## src/rtl/etcpu_pipe_pkg.sv

```systemverilog
// Shared constants and types for the etcpu pipeline control slice.
package etcpu_pipe_pkg;

    localparam int unsigned STG_IF = 0;
    localparam int unsigned STG_ID = 1;
    localparam int unsigned STG_EX = 2;
    localparam int unsigned STG_MA = 3;
    localparam int unsigned STG_WB = 4;

    localparam int unsigned PC_INC     = 4;
    localparam int unsigned ETCPU_PC_W = 32;

    typedef logic [ETCPU_PC_W-1:0] pc_t;

endpackage

```

## src/rtl/etcpu_flush_arb.sv

```systemverilog
// Highest-index priority encoder over accepted flush requests; the oldest
// instruction wins and its redirect target is selected.
module etcpu_flush_arb #(
    parameter int unsigned N_STAGES = 5,
    parameter int unsigned PC_W     = 32,
    parameter int unsigned IDX_W    = $clog2(N_STAGES)
) (
    input  logic [N_STAGES-1:0]      req,
    input  logic [N_STAGES*PC_W-1:0] flush_pc,
    output logic                     found,
    output logic [IDX_W-1:0]         idx,
    output logic [PC_W-1:0]          sel_pc
);

    always_comb begin
        found  = 1'b0;
        idx    = '0;
        sel_pc = '0;
        // Ascending scan: the last hit (highest index) overwrites earlier ones.
        for (int unsigned i = 0; i < N_STAGES; i++) begin
            if (req[i]) begin
                found  = 1'b1;
                idx    = IDX_W'(i);
                sel_pc = flush_pc[i*PC_W +: PC_W];
            end
        end
    end

endmodule

```

## src/rtl/etcpu_pipe_ctrl.sv

```systemverilog
// Pipeline control: PC register, per-stage valid bits, load enables and bubbles.
// Optional performance counters under `ETCPU_PIPE_PERF_EN.
module etcpu_pipe_ctrl
    import etcpu_pipe_pkg::*;
#(
    parameter int unsigned     N_STAGES       = 5,
    parameter int unsigned     PC_W           = 32,
    parameter int unsigned     INST_MEM_DEPTH = 256,
    parameter logic [PC_W-1:0] RESET_PC       = '0
) (
    input  logic                     clk,
    input  logic                     rst,
    input  logic                     fetch_rdy,
    input  logic [N_STAGES-1:0]      stall_req,
    input  logic [N_STAGES-1:0]      flush_req,
    input  logic [N_STAGES*PC_W-1:0] flush_pc,
    output logic [PC_W-1:0]          pc,
    output logic [N_STAGES-1:0]      stg_vld,
    output logic [N_STAGES-1:0]      stg_en,
    output logic [N_STAGES-1:0]      stg_bubble
`ifdef ETCPU_PIPE_PERF_EN
    ,
    output logic [31:0]              perf_stall_cnt,
    output logic [31:0]              perf_flush_cnt
`endif
);

    localparam int unsigned     IDX_W  = $clog2(N_STAGES);
    localparam logic [PC_W-1:0] PC_MOD = PC_W'(INST_MEM_DEPTH * 4);

    logic [N_STAGES-1:1] vld_r;
    logic [N_STAGES-1:0] occ;
    logic [N_STAGES-1:0] hold;
    logic [N_STAGES-1:0] acc;
    logic [N_STAGES-2:0] adv;
    logic [N_STAGES-2:0] kill_src;
    logic                kill;
    logic [IDX_W-1:0]    win_idx;
    logic [PC_W-1:0]     tgt_raw;
    logic [PC_W-1:0]     pc_nxt;

    // IF occupancy uses raw fetch_rdy, not stg_vld[0]: stg_vld[0] depends on
    // kill, which depends on hold, so the gated value would form a comb loop.
    always_comb begin
        occ                = {vld_r, fetch_rdy};
        hold               = '0;
        hold[N_STAGES-1]   = occ[N_STAGES-1] & stall_req[N_STAGES-1];
        for (int unsigned i = N_STAGES - 1; i > 0; i--) begin
            hold[i-1] = occ[i-1] & (stall_req[i-1] | hold[i]);
        end
        acc = flush_req & occ & ~hold;
    end

    etcpu_flush_arb #(
        .N_STAGES (N_STAGES),
        .PC_W     (PC_W),
        .IDX_W    (IDX_W)
    ) u_flush_arb (
        .req      (acc),
        .flush_pc (flush_pc),
        .found    (kill),
        .idx      (win_idx),
        .sel_pc   (tgt_raw)
    );

    always_comb begin
        adv        = occ[N_STAGES-2:0] & ~hold[N_STAGES-2:0];
        kill_src   = '0;
        stg_en     = '0;
        stg_bubble = '0;
        for (int unsigned j = 0; j < N_STAGES - 1; j++) begin
            kill_src[j] = kill & (IDX_W'(j) < win_idx);
        end
        stg_en[STG_IF] = kill | (fetch_rdy & ~hold[STG_IF]);
        // A killed source forces the load so the bubble overrides any hold.
        for (int unsigned i = 1; i < N_STAGES; i++) begin
            stg_en[i]     = kill_src[i-1] | ~hold[i];
            stg_bubble[i] = kill_src[i-1] | (~hold[i] & ~adv[i-1]);
        end
        stg_vld = {vld_r, fetch_rdy & ~kill};
        pc_nxt  = kill ? ((tgt_raw % PC_MOD) & {{(PC_W-2){1'b1}}, 2'b00})
                       : ((pc + PC_W'(PC_INC)) % PC_MOD);
    end

    always_ff @(posedge clk or posedge rst) begin
        if (rst) begin
            pc    <= RESET_PC;
            vld_r <= '0;
        end else begin
            if (stg_en[STG_IF]) pc <= pc_nxt;
            for (int unsigned i = 1; i < N_STAGES; i++) begin
                if (stg_en[i]) vld_r[i] <= ~kill_src[i-1] & adv[i-1];
            end
        end
    end

`ifdef ETCPU_PIPE_PERF_EN
    always_ff @(posedge clk or posedge rst) begin
        if (rst) begin
            perf_stall_cnt <= '0;
            perf_flush_cnt <= '0;
        end else begin
            if (hold[STG_IF] && perf_stall_cnt != '1) perf_stall_cnt <= perf_stall_cnt + 32'd1;
            if (kill && perf_flush_cnt != '1)         perf_flush_cnt <= perf_flush_cnt + 32'd1;
        end
    end
`endif

endmodule

```

## config.mk

```make
export PLATFORM = sky130hd
export DESIGN_NAME = etcpu_pipe_ctrl
export DESIGN_NICKNAME = d
export VERILOG_FILES = /design/src/rtl/etcpu_pipe_pkg.sv /design/src/rtl/etcpu_flush_arb.sv /design/src/rtl/etcpu_pipe_ctrl.sv
export SDC_FILE = /design/constraint.sdc
export NUM_CORES = 1
export LEC_CHECK = 0
export CORE_MARGIN = 10
export CORE_UTILIZATION = 22
export CTS_CLUSTER_DIAMETER = 80
export DETAILED_ROUTE_END_ITERATION = 8
export PLACE_DENSITY = 0.81
export SKIP_LAST_GASP = 1
export SLEW_MARGIN = 20
export SYNTH_ARGS = -nofsm -noshare
export SYNTH_HDL_FRONTEND = slang
export SYNTH_SLANG_ARGS = --single-unit
export TNS_END_PERCENT = 30
```

## constraint.sdc

```tcl
create_clock -name clk -period 2.25 [get_ports clk]
set_clock_uncertainty 0.1 [all_clocks]
set_input_delay 0.45 -clock clk [delete_from_list [all_inputs] [get_ports clk]]
set_output_delay 0.45 -clock clk [all_outputs]
set_load 0.02 [all_outputs]
```

Yosys cells after proc, flatten, opt, wreduce, memory -nomap -nowiden --
Cells that the tools add are included.
Storage, ports and cells: register bits after elaboration 14, input bits 173, output and inout port bits 47, word-level logic and storage cells 76
Cells by class: add/sub/neg operators 1, magnitude comparators 4, muxes and demuxes 15, bitwise operators 51
Operator list (number):
- 2-to-1 mux 10 bit | 6
- bitwise AND 1 bit | 19
- inverter 1 bit | 14
- bitwise OR 1 bit | 13
- adder 10 x 3 -> 10 bit, second input constant | 1
- bitwise AND 5 bit | 2
- less-than comparator 1 x 3 -> 1 bit, first input constant | 2
- less-than comparator 2 x 3 -> 1 bit, first input constant | 2
- 2-to-1 mux 1 bit | 6
- inverter 5 bit | 1
- bitwise AND 4 bit | 1
- 2-to-1 mux 2 bit | 2
- inverter 4 bit | 1
- 2-to-1 mux 3 bit | 1

Depth between registers and ports, before layout --
Gate-level depths: netlist (run 1).
depth after elaboration 19, depth in mapped cells 7, gate-level depth less buffers 7

By module --
A second synthesis (run 1) with hierarchy kept.
Second synthesis, totals: cells, all modules 353, area, all modules 2623.8 µm²
By module, submodules not included:
- etcpu_flush_arb | times used 1, cells an instance 228, area each 1642.8 µm²
- etcpu_pipe_ctrl | times used 1, cells an instance 125, area each 980.9 µm²

Worst setup path after synthesis (run 1) --
No wires, ideal clock.
path type register to output, start register vld_r[4] (netlist name), end output port stg_vld[0], data arrival time 1.712 ns, data required time 1.700 ns, path slack -0.012 ns, stages on the path, launching flop included 6, path through dfrtp_1 -> a21oi_1 -> o22ai_2 -> nor2_1 -> a21oi_2 -> and2_1
Between the ends: word-level cells in the longest chain between the ends 18, elaborated cells between the ends (all ways) 19
Ends and longest elaborated chain:
- from (decl) | line etcpu_pipe_ctrl.sv:31 | logic [N_STAGES-1:1] vld_r;
- from (signal, indexed assignment) | line etcpu_pipe_ctrl.sv:92 | if (stg_en[i]) vld_r[i] <= ~kill_src[i-1] & adv[i-1];
- bitwise AND 1 bit | line etcpu_pipe_ctrl.sv:47 | hold[N_STAGES-1] = occ[N_STAGES-1] & stall_req[N_STAGES-1];
- bitwise OR 1 bit | line etcpu_pipe_ctrl.sv:49 | hold[i-1] = occ[i-1] & (stall_req[i-1] | hold[i]);
- bitwise AND 1 bit | line etcpu_pipe_ctrl.sv:49
- bitwise OR 1 bit | line etcpu_pipe_ctrl.sv:49
- bitwise AND 1 bit | line etcpu_pipe_ctrl.sv:49
- bitwise OR 1 bit | line etcpu_pipe_ctrl.sv:49
- bitwise AND 1 bit | line etcpu_pipe_ctrl.sv:49
- bitwise OR 1 bit | line etcpu_pipe_ctrl.sv:49
- bitwise AND 1 bit | line etcpu_pipe_ctrl.sv:49
- inverter 5 bit | line etcpu_pipe_ctrl.sv:51 | acc = flush_req & occ & ~hold;
- bitwise AND 5 bit * | line etcpu_pipe_ctrl.sv:51
- 2-to-1 mux 1 bit (4 in a row) | line etcpu_flush_arb.sv:21 | if (req[i]) begin
- 2-to-1 mux 1 bit * | line etcpu_flush_arb.sv:21
- inverter 1 bit * | line etcpu_pipe_ctrl.sv:80 | stg_vld = {vld_r, fetch_rdy & ~kill};
- bitwise AND 1 bit * | line etcpu_pipe_ctrl.sv:80
- to (decl) | line etcpu_pipe_ctrl.sv:18 | output logic [N_STAGES-1:0] stg_vld,
Mark *: on every way between the ends. The rest lies on a longest branch, timed or not.

Final worst setup path (run 1) --
start register vld_r[4] (netlist name), end register pc[2]
Between the ends: word-level cells in the longest chain between the ends 17, elaborated cells between the ends (all ways) 26
Ends and longest elaborated chain:
- bitwise AND 1 bit | line etcpu_pipe_ctrl.sv:47
- bitwise OR 1 bit | line etcpu_pipe_ctrl.sv:49
- bitwise AND 1 bit | line etcpu_pipe_ctrl.sv:49
- bitwise OR 1 bit | line etcpu_pipe_ctrl.sv:49
- bitwise AND 1 bit | line etcpu_pipe_ctrl.sv:49
- bitwise OR 1 bit | line etcpu_pipe_ctrl.sv:49
- bitwise AND 1 bit | line etcpu_pipe_ctrl.sv:49
- bitwise OR 1 bit | line etcpu_pipe_ctrl.sv:49
- bitwise AND 1 bit | line etcpu_pipe_ctrl.sv:49
- inverter 5 bit | line etcpu_pipe_ctrl.sv:51
- bitwise AND 5 bit | line etcpu_pipe_ctrl.sv:51
- 2-to-1 mux 10 bit / 2-to-1 mux 1 bit (equally long branches) (5 in a row) | line etcpu_flush_arb.sv:21
- 2-to-1 mux 10 bit / bitwise OR 1 bit (equally long branches) | line etcpu_pipe_ctrl.sv:81, etcpu_pipe_ctrl.sv:74
- to (signal assigned) | line etcpu_pipe_ctrl.sv:90 | if (stg_en[STG_IF]) pc <= pc_nxt;
- to (decl) | line etcpu_pipe_ctrl.sv:17 | output logic [PC_W-1:0] pc,
Several ways; a longest one is shown, not always the timed one. A chain may end at the register's enable or synchronous reset.

==> results of run 1 <==
[power groups by stage]
stage / logic, W / clock network, W / registers [W]
detailed placement: 0.00163 / 0 / 0.000451
floorplan: 0.000765 / 0 / 0.000550
CTS: 0.00166 / 0.000251 / 0.000451
global placement: 0.00162 / 0 / 0.000444
global route: 0.00183 / 0.000265 / 0.000477
finish: 0.00168 / 0.000248 / 0.000458
[what timing repair did]
action                     CTS  global route
resized for setup           58            12
hold buffers                 0             0
setup endpoints to repair   18            13
buffers inserted             3             0
gates cloned                 0             0
pin swaps                   10             5
[cells in the final DEF (no fill, tap or decap), types with 2 or more instances in the layout]
master           instances
o21ai_0                  4
buf_6                    4
conb_1                  25
nor2_2                   2
nand2_1                 12
a21oi_2                  3
dlygate4sd2_1            5
and3_1                   2
and3b_2                  2
clkdlybuf4s50_1         59
clkbuf_2                 2
o22ai_1                  5
o21a_1                   4
buf_4                   30
and2_4                   3
nand3_1                  3
nor2_1                  12
o21ai_2                  3
a22oi_2                  6
clkbuf_8                 4
buf_2                    3
a221o_1                  7
nand2b_1                 3
o211ai_1                 8
inv_1                    7
dfrtp_2                  2
nor2b_1                  2
dfrtp_1                 10
o21ai_1                  2
a221oi_1                 7
[layer usage]
metal | up-vias | track usage | share of wire
li1 | 771 | - | -
met1 | 719 | 0.139 | 0.45
met2 | 78 | 0.171 | 0.41
met3 | 6 | 0.0619 | 0.12
met4 | 0 | 0.0414 | 0.020
met5 | - | 0 | 0
[state kept, by name, indices dropped and copies added, names as in the netlist]
signal and cells:
pc 8, vld_r 4
[worst min-delay path by stage]
stage | start | endpoint | slack [ns] | cells after the start
CTS | rst | vld_r[1]$_DFFE_PP0P_ | 0.47 | 2
floorplan | rst | pc[2]$_DFFE_PP0P_ | 0.21 | 1
global route | rst | vld_r[1]$_DFFE_PP0P_ | 0.49 | 2
detailed placement | pc[6]$_DFFE_PP0P_ | pc[6]$_DFFE_PP0P_ | 0.57 | 2
global placement | pc[2]$_DFFE_PP0P_ | pc[2]$_DFFE_PP0P_ | 0.52 | 2
finish | rst | vld_r[1]$_DFFE_PP0P_ | 0.44 | 2
[cells by family after synthesis]
kind of cell / share of synthesized area
XOR/XNOR: 0.00664
flip-flops: 0.227
buffers and inverters: 0.184
AO/OA/AOI/OAI: 0.368
adder cells (fa/ha/maj): 0.00948
other: 0.00284
AND/OR/NAND/NOR: 0.202
[stage by stage]
stage / power [W] / utilization
2_1_floorplan: 0.00131 / -
3_3_place_gp: 0.00206 / 0.381
3_5_place_dp: 0.00208 / 0.381
4_1_cts: 0.00237 / 0.399
5_1_grt: 0.00257 / 0.403
6_report: 0.00239 / 0.403
[final cells by class]
class	instances	area, µm²	area share
antenna	1	2.50	0.00106
clock buffer	4	55.1	0.0232
inverter	7	26.3	0.0111
multi-input combinational	136	938	0.396
sequential	12	303	0.128
tap	75	93.8	0.0396
timing repair buffer	105	951	0.401
==> impl_metrics.toml, run 1 <==
[floorplan]
die_h_um = 97.5
die_x_um = 97.5
design.die.area_um2 = 9500
ios = 220
start_util = 0.224
core-area_um2 = 5890
num_rows = 28

[critical_path]
ff2ff_setup_slack_ns = 0.02
critPathKind = "reg -> reg"
crit_path_end_kind = "flip-flop"
crit_slowest_cell = "dfrtp_2"
crit_path_start = "vld_r[4]$_DFFE_PP0P_"
crit_family = "compound AO/OA/AOI/OAI gates"
slowest_delay_ns = 0.47
cp_num_buf_inv = 2
crit_path_end = "pc[2]$_DFFE_PP0P_"
startpoint_type = "flip-flop"
worstReg2RegStart = "vld_r[4]$_DFFE_PP0P_"
reg2regPathDepth = 8
path_depth = 8
r2r_end = "pc[2]$_DFFE_PP0P_"
crit_chain = "a211oi_4, buf_6, o21a_4, nor4b_4, buf_4, a221o_1, a221oi_2, nor2_1"
cp_max_fo = 8
cp_data_arrival_time_ns = 2.25
required_ns = 2.27

[global_routing]
antenna_found_initial = 1
grt_pass1_vias = 1731
grt_max_degree = 13
grt-ovfl-total = 0
grt_pass1_wl_mm = 8.96
grt_usage = 0.116

[synth]
ys_seq_area_frac = 0.227
synth_most_common_cell = "buf_4"
ys_types = 43
synthCells = 161
synthFlopType = "dfrtp_1"
ys_ff_latch = 12
syn_avg_cell_area_um2 = 8.20
async_reset_ff_frac = 1.00
synth_warnings = 0
synth_area_leaders = "dfrtp_1 (23%), buf_4 (14%), a22oi_2 (5.7%)"
syn_area_um2 = 1320
synth_edf_count = 0
synth_commonest_cells = "buf_4 (25), nor2_1 (15), dfrtp_1 (12), nand2_1 (12), o211ai_1 (8)"
yosys.area.top_type_share = 0.227
yosysTopAreaCell = "dfrtp_1"

[timing]
period_share = 0.990
fin_crit_ns = 2.23
rsz0062_at_grt = "true"
fmax_ghz = 0.449
tns_ns = 0
finalWorstSetupSlack_ns = 0.0226
drv_slew = 0
hold_viol = 0
tightestPinTransition_ns = 0.525
slew_headroom = 0.650
fin_hold_ws_ns = 0.441
setup_violations = 0

[finish]
drive_above_1_share = 0.273
area_growth_syn_to_layout_pct = 79.5
final_nets = 439
final_cells = 340
design_area_um2 = 2370
fillCellCount = 640

[power_and_ir_drop]
p_int_w = 0.00131
cellLeakagePower_nw = 0.985
pwr-share-clk = 0.104
swShare = 0.452
combPwrFrac = 0.704
power.switching_w = 0.00108
ir_drop_mv = 0.533
pwr-share-seq = 0.192
pwr_density_cell_nw_per_um2 = 1010

[route]
route.vias.total = 1574
viasPerCell = 4.63
drtIter0Drc = 84
drt-wirelength-per-cell_um = 17.1
first_pass_iters = 4
drc = 0
detail-route-antenna-nets = 0
drt-total-wl_mm = 5.82

[placed_design]
globalplace.congestion = 0.840
port_buffers = 74
hpwlAfterDp_mm = 4.83
dp.cells = 332
place_ws_ns = -0.701
dpl-instance-area_um2 = 2240

[status]
status = "finished clean"

[job]
cap_violations = 0

[clock_tree]
cts.clk_slew.worst_paths_ns = 0.07
tritoncts = "done"
h-tree-depth = 1
cts_num_sinks = 12
clk_latency_ns = 0.25
clk_path_buf_depth = 2
cts_made_buffers = 3
cts-root-buf = "clkbuf_8"

[min_path]
min-delay-path-class = "in -> async"
(Power assumes the default switching activity.)
==> run 2: changes to the inputs <==
Clock period 2.25 ns to 2.2 ns, I/O delays scaled along.
==> impl_metrics.toml, run 2 (synthesized netlist as in run 1, its figures left out) <==
[status]
status = "finished, violations left"
violations = "setup timing"

[finish]
top_register = "pc"
final_common_cell = "clkdlybuf4s50_1"
final_nets = 445
top_regs = "pc: 8 flops, vld_r: 4 flops"
final_cells = 345
fillCellCount = 605
final_cell_mix = "clkdlybuf4s50_1 (58), buf_4 (37), conb_1 (25), nor2_1 (12), nand2_1 (12)"
largest_reg_flops = 8
drive_above_1_share = 0.289
fin_util = 0.410
area_growth_syn_to_layout_pct = 82.9
num_antenna_cells = 0

[timing]
drv_slew = 0
period_share = 1.01
finalWorstSetupSlack_ns = -0.0326
rsz0062_at_grt = "true"
tightestPinTransition_ns = 0.507
hold_viol = 0
fmax_ghz = 0.448
tns_ns = -0.0823
fin_crit_ns = 2.23
slew_headroom = 0.661
setup_violations = 3

[route]
drc = 0
viasPerCell = 4.81
route.vias.total = 1659
detail-route-antenna-nets = 0
drt-total-wl_mm = 6.05
first_pass_iters = 4
drt-wirelength-per-cell_um = 17.5
drtIter0Drc = 110

[critical_path]
ff2ff_setup_slack_ns = -0.01
critPathKind = "reg -> out"
cp_max_fo = 6
crit_family = "buffers and inverters"
crit_slowest_cell = "dfrtp_2"
slowest_delay_ns = 0.46
cp_num_buf_inv = 3
cp_data_arrival_time_ns = 1.69
r2r_end = "pc[2]$_DFFE_PP0P_"
reg2regPathDepth = 8
required_ns = 1.66
crit_chain = "buf_4, nand2_1, nor2_1, nor2_1, nand2_1, buf_4, dlygate4sd2_1"
worstReg2RegStart = "vld_r[4]$_DFFE_PP0P_"
crit_path_end_kind = "output port"
startpoint_type = "flip-flop"

[power_and_ir_drop]
swShare = 0.449
ir_drop_mv = 0.519
cellLeakagePower_nw = 1.02
pwr-share-clk = 0.100
pwr_density_cell_nw_per_um2 = 1050
combPwrFrac = 0.713
pwr-share-seq = 0.187
p_int_w = 0.00140
power.switching_w = 0.00114

[min_path]
min-delay-path-class = "in -> async"

[floorplan]
num_rows = 28
start_util = 0.224
core-area_um2 = 5890
die_x_um = 97.5
design.die.area_um2 = 9500
ios = 220
die_h_um = 97.5

[clock_tree]
cts.clk_slew.worst_paths_ns = 0.06
clk_path_buf_depth = 2
cts_made_buffers = 3
holdBufCountCts = 0
tritoncts = "done"
cts-root-buf = "clkbuf_8"
h-tree-depth = 1
clk_latency_ns = 0.25
cts_num_sinks = 12

[global_routing]
grt-ovfl-total = 0
grt_max_degree = 13
grt_pass1_wl_mm = 9.39
grt_pass1_vias = 1766
grt_usage = 0.121
antenna_found_initial = 0

[placed_design]
hpwlAfterDp_mm = 4.85
port_buffers = 74
dp.cells = 331
globalplace.congestion = 0.860
place_ws_ns = -0.797

[job]
cap_violations = 0
## run 2: cell types whose count changed in the layout (fill, tap and decap cells not counted)
cell	delta
o22ai_2	+1
dlymetal6s2s_1	+1
buf_4	+7
o22ai_4	-1
clkbuf_2	+1
buf_2	-2
diode_2	-1
clkdlybuf4s50_1	-1
buf_6	+1
nor2_4	+1
clkdlybuf4s15_2	-1
nor2_2	-1
## run 2: worst max-delay path by stage
| stage | to | start | slack, ns | depth (start not counted) |
|---|---|---|---|---|
| after global placement | stg_vld[0] | stall_req[4] | -0.76 | 7 |
| final | stg_en[3] | vld_r[4]$_DFFE_PP0P_ | -0.03 | 7 |
| after CTS | pc[2]$_DFFE_PP0P_ | stall_req[3] | -0.07 | 10 |
| after detailed placement | stg_vld[0] | stall_req[4] | -0.80 | 7 |
| after floorplan | stg_vld[0] | vld_r[2]$_DFFE_PP0P_ | 0.02 | 5 |
| after global routing | stg_en[3] | vld_r[4]$_DFFE_PP0P_ | -0.12 | 7 |
## run 2: worst reg2reg max path, stage by stage, from the launching register on
cell,delay (ns)
dfrtp_2,0.46
a211oi_4,0.32
buf_4,0.20
o21a_4,0.15
nor4b_4,0.05
buf_6,0.13
a221o_1,0.34
a221oi_2,0.27
nor2_1,0.08
## run 2: layout make-up
cell class / count / area [µm²] / area share
tap: 75 / 93.8 / 0.0389
inverter: 7 / 26.3 / 0.0109
sequential: 12 / 303 / 0.125
multi-input combinational: 136 / 936 / 0.388
clock buffer: 4 / 55.1 / 0.0228
timing repair buffer: 111 / 1000 / 0.415
## run 2: what timing repair did
| action | 4_1_cts | 5_1_grt |
|---|---|---|
| gates resized for setup | 49 | 26 |
| setup buffers | 9 | 1 |
| gates cloned | 0 | 0 |
| pin swaps | 11 | 8 |
| setup endpoints to repair | 18 | 15 |
## run 2: per-stage QoR
stage               hold WS [ns]  power, W  area [µm²]
global route               0.496   0.00271        2410
global placement           0.507   0.00210        2230
finish                     0.428   0.00254        2410
detailed placement         0.511   0.00212        2230
CTS                        0.443   0.00246        2360
floorplan                  0.205   0.00135        1410
## run 2: routing by layer
| metal | vias to the layer above | wire, µm | GRT usage |
|---|---|---|---|
| met2 | 116 | 2460 | 0.178 |
| met5 | - | 0 | 0 |
| met3 | 10 | 768 | 0.0562 |
| met1 | 756 | 2660 | 0.144 |
| met4 | 0 | 159 | 0.0548 |
| li1 | 777 | - | - |
## run 2: power groups by stage
| stage | sequential, W | combinational [W] | clock (W) |
|---|---|---|---|
| global placement | 0.000455 | 0.00164 | 0 |
| finish | 0.000475 | 0.00181 | 0.000254 |
| floorplan | 0.000564 | 0.000782 | 0 |
| global route | 0.000488 | 0.00196 | 0.000265 |
| detailed placement | 0.000462 | 0.00166 | 0 |
| CTS | 0.000462 | 0.00175 | 0.000253 |
==> run 3: changes to the inputs <==
Settings changed: CELL_PAD_IN_SITES_DETAIL_PLACEMENT from default to 1, CELL_PAD_IN_SITES_GLOBAL_PLACEMENT from default to 1, CORE_UTILIZATION 22 to 13, PLACE_DENSITY 0.81 to 0.82.
==> impl_metrics.toml, run 3 (synthesized netlist as in run 1, its figures left out) <==
[critical_path]
ff2ff_setup_slack_ns = 0.04
reg2regPathDepth = 8
cp_max_fo = 2
startpoint_type = "input port"
crit_path_end_kind = "output port"
crit_path_start = "flush_req[1]"
required_ns = 1.66
critPathKind = "in -> out"
r2r_end = "pc[2]$_DFFE_PP0P_"
crit_path_end = "stg_vld[0]"
worstReg2RegStart = "vld_r[4]$_DFFE_PP0P_"
cp_data_arrival_time_ns = 1.69

[finish]
top_register = "pc"
top_regs = "pc: 8 flops, vld_r: 4 flops"
final_cell_mix = "clkdlybuf4s50_1 (59), buf_4 (33), conb_1 (25), nor2_1 (12), nand2_1 (12)"
final_cells = 400
final_nets = 441
fillCellCount = 1191
drive_above_1_share = 0.293
area_growth_syn_to_layout_pct = 87.6
largest_reg_flops = 8
final_common_cell = "clkdlybuf4s50_1"

[global_routing]
grt-ovfl-total = 0
grt_pass1_wl_mm = 10.9
grt_usage = 0.0939
grt_max_degree = 13
antenna_found_initial = 2
grt_pass1_vias = 1898

[timing]
setup_violations = 5
period_share = 1.01
finalWorstSetupSlack_ns = -0.0269
hold_viol = 0
fmax_ghz = 0.449
drv_slew = 0
rsz0062_at_grt = "true"
fin_crit_ns = 2.23

[route]
drtIter0Drc = 36
route.vias.total = 1619
viasPerCell = 4.05
detail-route-antenna-nets = 0
drt-total-wl_mm = 7.15
first_pass_iters = 4
drt-wirelength-per-cell_um = 17.9
drc = 0

[power_and_ir_drop]
pwr_density_cell_nw_per_um2 = 1030
cellLeakagePower_nw = 0.997
ir_drop_mv = 0.310

[placed_design]
hpwlAfterDp_mm = 6.01
dp.cells = 389
port_buffers = 74
place_ws_ns = -0.833
globalplace.congestion = 0.817

[job]
cap_violations = 0

[clock_tree]
clk_latency_ns = 0.25
cts_made_buffers = 3
cts.clk_slew.worst_paths_ns = 0.06
clk_path_buf_depth = 2
tritoncts = "done"
cts-root-buf = "clkbuf_8"
holdBufCountCts = 0
cts_num_sinks = 12
h-tree-depth = 1

[floorplan]
num_rows = 36
start_util = 0.134
core-area_um2 = 9820
ios = 220
die_h_um = 121
design.die.area_um2 = 14600
die_x_um = 121

[status]
violations = "setup timing"
status = "finished, violations left"

[min_path]
min-delay-path-class = "in -> async"
## run 3: critical path, cell delays in order
cell,delay (ns)
clkdlybuf4s50_1,0.42
and3b_2,0.23
nor2_4,0.12
o21ai_2,0.08
a21oi_2,0.14
and2_4,0.16
buf_6,0.11
## run 3: layout make-up
cell class	instances	area, µm²	share of cell area
Timing Repair Buffer	107	976	0.394
Clock buffer	4	55.1	0.0222
Antenna cell	1	2.50	0.00101
Multi-Input combinational cell	136	945	0.382
Tap cell	133	166	0.0672
Sequential cell	12	305	0.123
Inverter	7	26.3	0.0106
## run 3: timing repair
item / in CTS / in global routing
endpoints found under the setup margin: 18 / 16
pin swaps: 8 / 5
gates resized for setup: 47 / 12
gates cloned: 0 / 0
setup buffers: 6 / 1
## run 3: worst min path at each step
| stage | end | slack [ns] |
|---|---|---|
| finish | vld_r[4]$_DFFE_PP0P_ | 0.42 |
| global route | vld_r[1]$_DFFE_PP0P_ | 0.47 |
| CTS | vld_r[1]$_DFFE_PP0P_ | 0.45 |
| detailed placement | pc[2]$_DFFE_PP0P_ | 0.53 |
| global placement | pc[2]$_DFFE_PP0P_ | 0.54 |
| floorplan | pc[2]$_DFFE_PP0P_ | 0.20 |
## run 3: where the power goes
part / switching, W / total, W / internal [W]
clock: 0.0000970 / 0.000256 / 0.000159
sequential: 0.000147 / 0.000482 / 0.000335
combinational: 0.000918 / 0.00181 / 0.000890
total: 0.00116 / 0.00255 / 0.00138
## run 3: through the flow
| stage | cell area, µm² | hold WS (ns) | utilization | power [W] | TNS (ns) |
|---|---|---|---|---|---|
| floorplan | 1410 | 0.205 | - | 0.00135 | 0 |
| global placement | 2300 | 0.538 | 0.234 | 0.00212 | -6.90 |
| detailed placement | 2300 | 0.530 | 0.234 | 0.00217 | -7.99 |
| CTS | 2440 | 0.454 | 0.249 | 0.00252 | -0.202 |
| global route | 2470 | 0.469 | 0.252 | 0.00274 | -0.458 |
| finish | 2480 | 0.419 | 0.252 | 0.00255 | -0.0874 |
## run 3: metal layers
| metal | wire (µm) | up-vias | track usage |
|---|---|---|---|
| met4 | 71 | 2 | 0.0256 |
| met2 | 3490 | 66 | 0.163 |
| met5 | 11 | - | 0 |
| met1 | 2740 | 773 | 0.0971 |
| li1 | - | 772 | - |
| met3 | 829 | 6 | 0.0493 |
